<file path="config.mk">
export PLATFORM = sky130hd
export DESIGN_NAME = rv_mul_unit
export DESIGN_NICKNAME = d
export VERILOG_FILES = /design/src/rtl/rv_mul_pkg.sv /design/src/rtl/rv_mul_pp.sv /design/src/rtl/rv_mul_unit.sv
export SDC_FILE = /design/constraint.sdc
export NUM_CORES = 1
export LEC_CHECK = 0
export CORE_MARGIN = 2
export CORE_UTILIZATION = 40
export CTS_BUF_LIST = sky130_fd_sc_hd__clkbuf_8
export DETAILED_ROUTE_END_ITERATION = 16
export DONT_BUFFER_PORTS = 1
export HOLD_SLACK_MARGIN = 0.02
export SKIP_CTS_REPAIR_TIMING = 1
export SYNTH_ARGS = -nofsm -noshare
export SYNTH_HDL_FRONTEND = slang
export SYNTH_SLANG_ARGS = --single-unit
</file>
<file path="constraint.sdc">
create_clock -name clk -period 11.2 [get_ports clk]
set_input_delay 0.56 -clock clk [delete_from_list [all_inputs] [get_ports clk]]
set_output_delay 0.56 -clock clk [all_outputs]
set_load 0.1 [all_outputs]
</file>
<file path="src/rtl/rv_mul_pkg.sv">
// rtl/rv_mul_pkg.sv - shared constants and encodings for the byte-serial multiply unit
package rv_mul_pkg;

  localparam int MUL_NSTEPS = 10;
  localparam int STEP_W     = 4;
  localparam int BYTE_W     = 8;

  typedef enum logic [1:0] {
    BSEL_B0 = 2'b00,
    BSEL_B1 = 2'b01,
    BSEL_B2 = 2'b10,
    BSEL_B3 = 2'b11
  } bsel_e;

  // Writeback mux select code that routes mul_res to the register file.
  localparam logic [2:0] WB_MUL_RES = 3'd3;

endpackage

</file>
<file path="src/rtl/rv_mul_pp.sv">
// rtl/rv_mul_pp.sv - byte select, 8x8 multiply and shift for one partial product
module rv_mul_pp
  import rv_mul_pkg::*;
#(
  parameter int XLEN = 32
) (
  input  logic [XLEN-1:0] i_a,
  input  logic [XLEN-1:0] i_b,
  input  logic [1:0]      i_sel_a,
  input  logic [1:0]      i_sel_b,
  input  logic [4:0]      i_shift,
  output logic [XLEN-1:0] o_pp
);

  logic [BYTE_W-1:0]   w_byte_a;
  logic [BYTE_W-1:0]   w_byte_b;
  logic [2*BYTE_W-1:0] w_prod;
  logic [XLEN-1:0]     w_prod_ext;

  assign w_byte_a   = i_a[BYTE_W*i_sel_a +: BYTE_W];
  assign w_byte_b   = i_b[BYTE_W*i_sel_b +: BYTE_W];
  assign w_prod     = w_byte_a * w_byte_b;
  assign w_prod_ext = {{(XLEN-2*BYTE_W){1'b0}}, w_prod};
  // Bits shifted past XLEN are dropped: only the low word of the product is kept.
  assign o_pp       = w_prod_ext << i_shift;

endmodule

</file>
<file path="src/rtl/rv_mul_unit.sv">
// rtl/rv_mul_unit.sv - byte-serial RV32M MUL datapath driven by the control FSM step controls
module rv_mul_unit
  import rv_mul_pkg::*;
#(
  parameter int XLEN     = 32,
  parameter int NSTEPS   = MUL_NSTEPS,
  parameter bit CHECK_EN = 1'b1
) (
  input  logic            clk,
  input  logic            rst,
  input  logic [XLEN-1:0] op_a,
  input  logic [XLEN-1:0] op_b,
  input  logic [1:0]      Ma_sel,
  input  logic [1:0]      Mb_sel,
  input  logic [4:0]      Mshift_val,
  input  logic            Mupd_reg,
  input  logic            Mclr_reg,
  output logic [XLEN-1:0] mul_res,
  output logic            mul_done,
  output logic            mul_err
);

  localparam logic [STEP_W-1:0] LAST_STEP = STEP_W'(NSTEPS - 1);

  logic [XLEN-1:0]   r_acc;
  logic [XLEN-1:0]   r_opa;
  logic [XLEN-1:0]   r_opb;
  logic [STEP_W-1:0] r_step_cnt;
  logic              r_done;
  logic              r_err;

  logic              w_first;
  logic [XLEN-1:0]   w_src_a;
  logic [XLEN-1:0]   w_src_b;
  logic [XLEN-1:0]   w_pp;
  logic [2:0]        w_sel_sum;
  logic [5:0]        w_exp_shift;
  logic              w_shift_bad;

  // Step 0 multiplies the live operands; later steps use the copies latched then.
  assign w_first = (r_step_cnt == '0);
  assign w_src_a = w_first ? op_a : r_opa;
  assign w_src_b = w_first ? op_b : r_opb;

  rv_mul_pp #(.XLEN(XLEN)) u_pp (
    .i_a     (w_src_a),
    .i_b     (w_src_b),
    .i_sel_a (Ma_sel),
    .i_sel_b (Mb_sel),
    .i_shift (Mshift_val),
    .o_pp    (w_pp)
  );

  assign w_sel_sum   = {1'b0, Ma_sel} + {1'b0, Mb_sel};
  assign w_exp_shift = {w_sel_sum, 3'b000};
  assign w_shift_bad = CHECK_EN && ({1'b0, Mshift_val} != w_exp_shift);

  always_ff @(posedge clk) begin
    if (rst) begin
      r_acc      <= '0;
      r_opa      <= '0;
      r_opb      <= '0;
      r_step_cnt <= '0;
      r_done     <= 1'b0;
      r_err      <= 1'b0;
    end else if (Mclr_reg) begin
      r_acc      <= '0;
      r_step_cnt <= '0;
      r_done     <= 1'b0;
      r_err      <= 1'b0;
    end else if (Mupd_reg) begin
      if (w_first) begin
        r_opa <= op_a;
        r_opb <= op_b;
        r_acc <= w_pp;
      end else begin
        r_acc <= r_acc + w_pp;
      end
      if (r_step_cnt == LAST_STEP) begin
        r_step_cnt <= '0;
        r_done     <= 1'b1;
      end else begin
        r_step_cnt <= r_step_cnt + STEP_W'(1);
        r_done     <= 1'b0;
      end
      if (w_shift_bad) begin
        r_err <= 1'b1;
      end
    end
  end

  assign mul_res  = r_acc;
  assign mul_done = r_done;
  assign mul_err  = r_err;

endmodule

</file>
==> impl_summary.md <==
Die
The region available for standard cell placement spans 24180 sq um. The die is 160.5 um tall. The die outline area is 25760 sq um. 111 I/O pins were placed. The count of standard-cell rows is 57.

The initial utilization of the core area, before any placement, comes to 0.4052. The floorplan die width is 160.5 um.

Global route
The wire length of the first global-routing pass is 44.35 mm. Entering global routing, the biggest net connects 67 pins. The number of global-route vias before repair came to 8658.

The combined global-route utilization of all metal layers is 0.2116. The number of antenna violations at the first check in global routing came to 0. The global route total overflow is 0.

Drt
The number of design-rule violations left by the first detailed-router iteration is 639. The first-pass iteration count of the detailed router is 5. The detailed-route wire length on metal 1 is 12.27 mm.

The final routed DRC violation total is 0. For this block, the via count after detailed routing is 8766. The uppermost signal routing layer after detailed routing is met4. For this block, the routed nets add up to 27.14 mm of wire.

The met3 routed wirelength is 2.185 mm. The count of nets left with antenna violations after detail routing is 0. The wire length on met2 is 12.34 mm. In the final routed layout, each cell accounts on average for 17.92 um.

The mean number of vias per cell is 5.790.

Setup path
The combined buffer and inverter count along the critical path is 5. The worst reg2reg path endpoint is mul_res[31]$_SDFFE_PP0P_. The element type at the critical path start is a flop. In this design, the stage delay of the slowest critical-path cell is 970 ps. In this run the worst path has a maximum fanout of 14.

For the worst setup path, the data arrival time is 10600 ps. The worst setup path is captured at a flop. The slowest stage cell on the critical path is sky130_fd_sc_hd__nor4_4. The startpoint of the worst-slack reg-to-reg timing path is r_step_cnt[3]$_SDFFE_PP0P_. The path type of the worst setup path is reg -> reg. The required time of the critical path is 11470 ps. The number of cell instances on the worst register-to-register path is 32. The kind of cell adding the most delay to the critical path is adder cells. The worst register-to-register path has a setup slack of 860 ps.

Synth
The share of flip-flops with an asynchronous set or reset is 0. Of the post-synthesis cell area, the dominant cell type holds 0.2085. Counting distinct cell types in the post-synthesis netlist gives 76. For this run, the register share of the synthesized area comes to 0.2085.

In the synthesized netlist the dominant register cell turns out to be sky130_fd_sc_hd__dfxtp_1. By area the synthesized netlist is led by sky130_fd_sc_hd__dfxtp_1 (21%), sky130_fd_sc_hd__ha_1 (8.7%), sky130_fd_sc_hd__fa_1 (7.8%). The number of nets produced by synthesis is 1419. The number of flops mapped to enable cells by yosys is 0.

During synthesis, Yosys emitted a total of 0 warnings. The number of storage elements in the synthesis netlist is 102. In this run the mean area of a mapped cell was 7.925 sq um. The mapped netlist covers 9796 sq um.

Summed over all instances, the cell type with the most area after synthesis is sky130_fd_sc_hd__dfxtp_1. Synthesis handed over a netlist of 1236 instances.

Clock tree
The maximum level of the CTS H-tree is 3. The buffer cell driving the clock tree root is sky130_fd_sc_hd__clkbuf_8. The TritonCTS clock tree is built.

Counting the buffers created by CTS gives 9. Clock-pin slew was measured on the worst setup and hold paths at 130 ps. The total number of clock tree sinks is 102.

The later pin in the worst-skew pair is clocked with a latency of 420 ps. In this run the deepest clock path goes through 2 buffers.

Power
The power density over the cells is 200.5 nW/um^2. Summed over all cells, the static leakage comes to 4.363 nW. The total power draw is 0.002043 W. The peak supply drop is 135.4 uV.

Placement
The final weighted congestion of routability-driven global placement is 0.9252. The setup slack after placement is 1136 ps. The count of buffers added on input and output ports is 0. The wire-length estimate of the detail-placed layout is 20.66 mm.

Final layout
Of the cells placed in the final design, the portion with a size suffix greater than 1 is 0.08067. Measured on the finished design, the core utilization comes to 0.4216. The area growth from synthesis to layout is 4.049%. The most common cell after layout, fill and taps aside is sky130_fd_sc_hd__nand2_1. The top cell types in the final layout, fill and taps aside, are sky130_fd_sc_hd__nand2_1 (187), sky130_fd_sc_hd__nor2_1 (129), sky130_fd_sc_hd__a21oi_1 (124), sky130_fd_sc_hd__dfxtp_1 (102), sky130_fd_sc_hd__inv_1 (71).

The number of diodes is 0. The layout has 2506 filler cells. The final layout contains 1368 nets.

Timing
The worst path in the final design needs a cycle of 10340 ps, including I/O delays and setup. Setup repair after global routing left no endpoint under its margin. The number of hold violations in the final report came to 0. Setup violations remaining at the end of the flow were counted as 0. Across all setup checks in the final design, the least slack found is 864.7 ps. Dividing the final minimum period by the clock period gives 0.9228. Timing would allow up to 0.09676 GHz.

The headroom to the max-slew limit is 0.2186. At the pin with the least slew margin, the transition time is 1168 ps. For the final routed database, the setup TNS stands at 0 ps.

The count of final max-slew check failures is 0. The clock skew after layout is 29.18 ps. The smallest hold slack is 211.6 ps.

Worst hold path
The type of the worst min-delay path is in -> reg. The worst min-delay path endpoint is r_opb[21]$_SDFFE_PP0P_. The number of stages on the worst hold path is 1. The worst hold path begins at rst.

Flow run
Max-cap violations in this run came to 0.

Outcome
The flow ran to the end, and the final reports show no timing, DRC or antenna violations.
synth_stat cells, types with 7 or more instances:
library cell,n
sky130_fd_sc_hd__nand2_1,188
sky130_fd_sc_hd__nor2_1,129
sky130_fd_sc_hd__a21oi_1,124
sky130_fd_sc_hd__dfxtp_1,102
sky130_fd_sc_hd__inv_1,71
sky130_fd_sc_hd__ha_1,68
sky130_fd_sc_hd__clkbuf_1,61
sky130_fd_sc_hd__o21ai_0,53
sky130_fd_sc_hd__fa_1,38
sky130_fd_sc_hd__mux4_2,33
sky130_fd_sc_hd__a21o_1,32
sky130_fd_sc_hd__mux2i_1,30
sky130_fd_sc_hd__a211oi_1,22
sky130_fd_sc_hd__or2_2,20
sky130_fd_sc_hd__xnor2_1,18
sky130_fd_sc_hd__nand3_1,17
sky130_fd_sc_hd__xor2_1,15
sky130_fd_sc_hd__nor3_1,13
sky130_fd_sc_hd__a31oi_1,11
sky130_fd_sc_hd__nor2b_1,11
sky130_fd_sc_hd__o211ai_1,10
sky130_fd_sc_hd__o21bai_1,10
sky130_fd_sc_hd__a211o_1,9
sky130_fd_sc_hd__and2_1,9
sky130_fd_sc_hd__o21a_1,9
sky130_fd_sc_hd__o22ai_1,8
sky130_fd_sc_hd__and3_1,7
sky130_fd_sc_hd__o21ai_1,7
power breakdown:
group          switching [W]  internal [W]
registers          0.0000694      0.000381
clock network       0.000161     0.0000904
logic               0.000815      0.000526
worst register-to-register path, delay by kind of cell (launching register included):
kind	cells	cell delay, ps
adder cells (fa/ha/maj)	6	2630
AO/OA/AOI/OAI	8	2440
AND/OR/NAND/NOR	8	2280
multiplexers	4	1690
buffers and inverters	5	610
flip-flops	1	370
XOR/XNOR	1	180
metal layers:
layer	up-vias	GRT usage
met5	-	0
met4	0	0.04136
met3	23	0.06250
met2	230	0.3433
met1	4216	0.2815
li1	4297	-
layout make-up:
class                      count  area, sq um  share of cell area
sequential                   102         2042              0.2003
clock inverter                 7        88.84            0.008716
clock buffer                   9        123.9             0.01215
timing repair buffer           8        60.06            0.005892
inverter                      74        277.8             0.02725
tap                          324        405.4             0.03977
multi-input combinational    990         7194              0.7059
state kept, by name, indices dropped and copies added, names as in the netlist:
register	cells
mul_done	1
r_step_cnt	4
r_opb	32
mul_err	1
r_opa	32
mul_res	32
how the worst max path moves through the flow:
stage                                from                       end  slack (ps)  depth (start not counted)
5_1_grt        r_step_cnt[3]$_SDFFE_PP0P_  mul_res[31]$_SDFFE_PP0P_         230                         32
6_report       r_step_cnt[3]$_SDFFE_PP0P_  mul_res[31]$_SDFFE_PP0P_         860                         32
3_3_place_gp   r_step_cnt[3]$_SDFFE_PP0P_  mul_res[28]$_SDFFE_PP0P_        1090                         30
2_1_floorplan                   Ma_sel[1]  mul_res[28]$_SDFFE_PP0P_        2220                         31
4_1_cts        r_step_cnt[3]$_SDFFE_PP0P_  mul_res[28]$_SDFFE_PP0P_        1090                         30
3_5_place_dp   r_step_cnt[3]$_SDFFE_PP0P_  mul_res[28]$_SDFFE_PP0P_        1140                         30
metrics by stage:
step,area [sq um],instances
2_1_floorplan,9796,1236
3_3_place_gp,9980,1498
3_5_place_dp,9980,1498
4_1_cts,10190,1514
5_1_grt,10190,1514
6_report,10190,1514
cell families (layout without fill, tap and decap cells):
logic type               Yosys count  in the layout  synth area share
AND/OR/NAND/NOR                  428            428            0.1934
AO/OA/AOI/OAI                    352            352            0.2303
buffers and inverters            144             98           0.05786
adder cells (fa/ha/maj)          106            106            0.1645
flip-flops                       102            102            0.2085
multiplexers                      71             71            0.1160
XOR/XNOR                          33             33           0.02951
(Power assumes the default switching activity.)
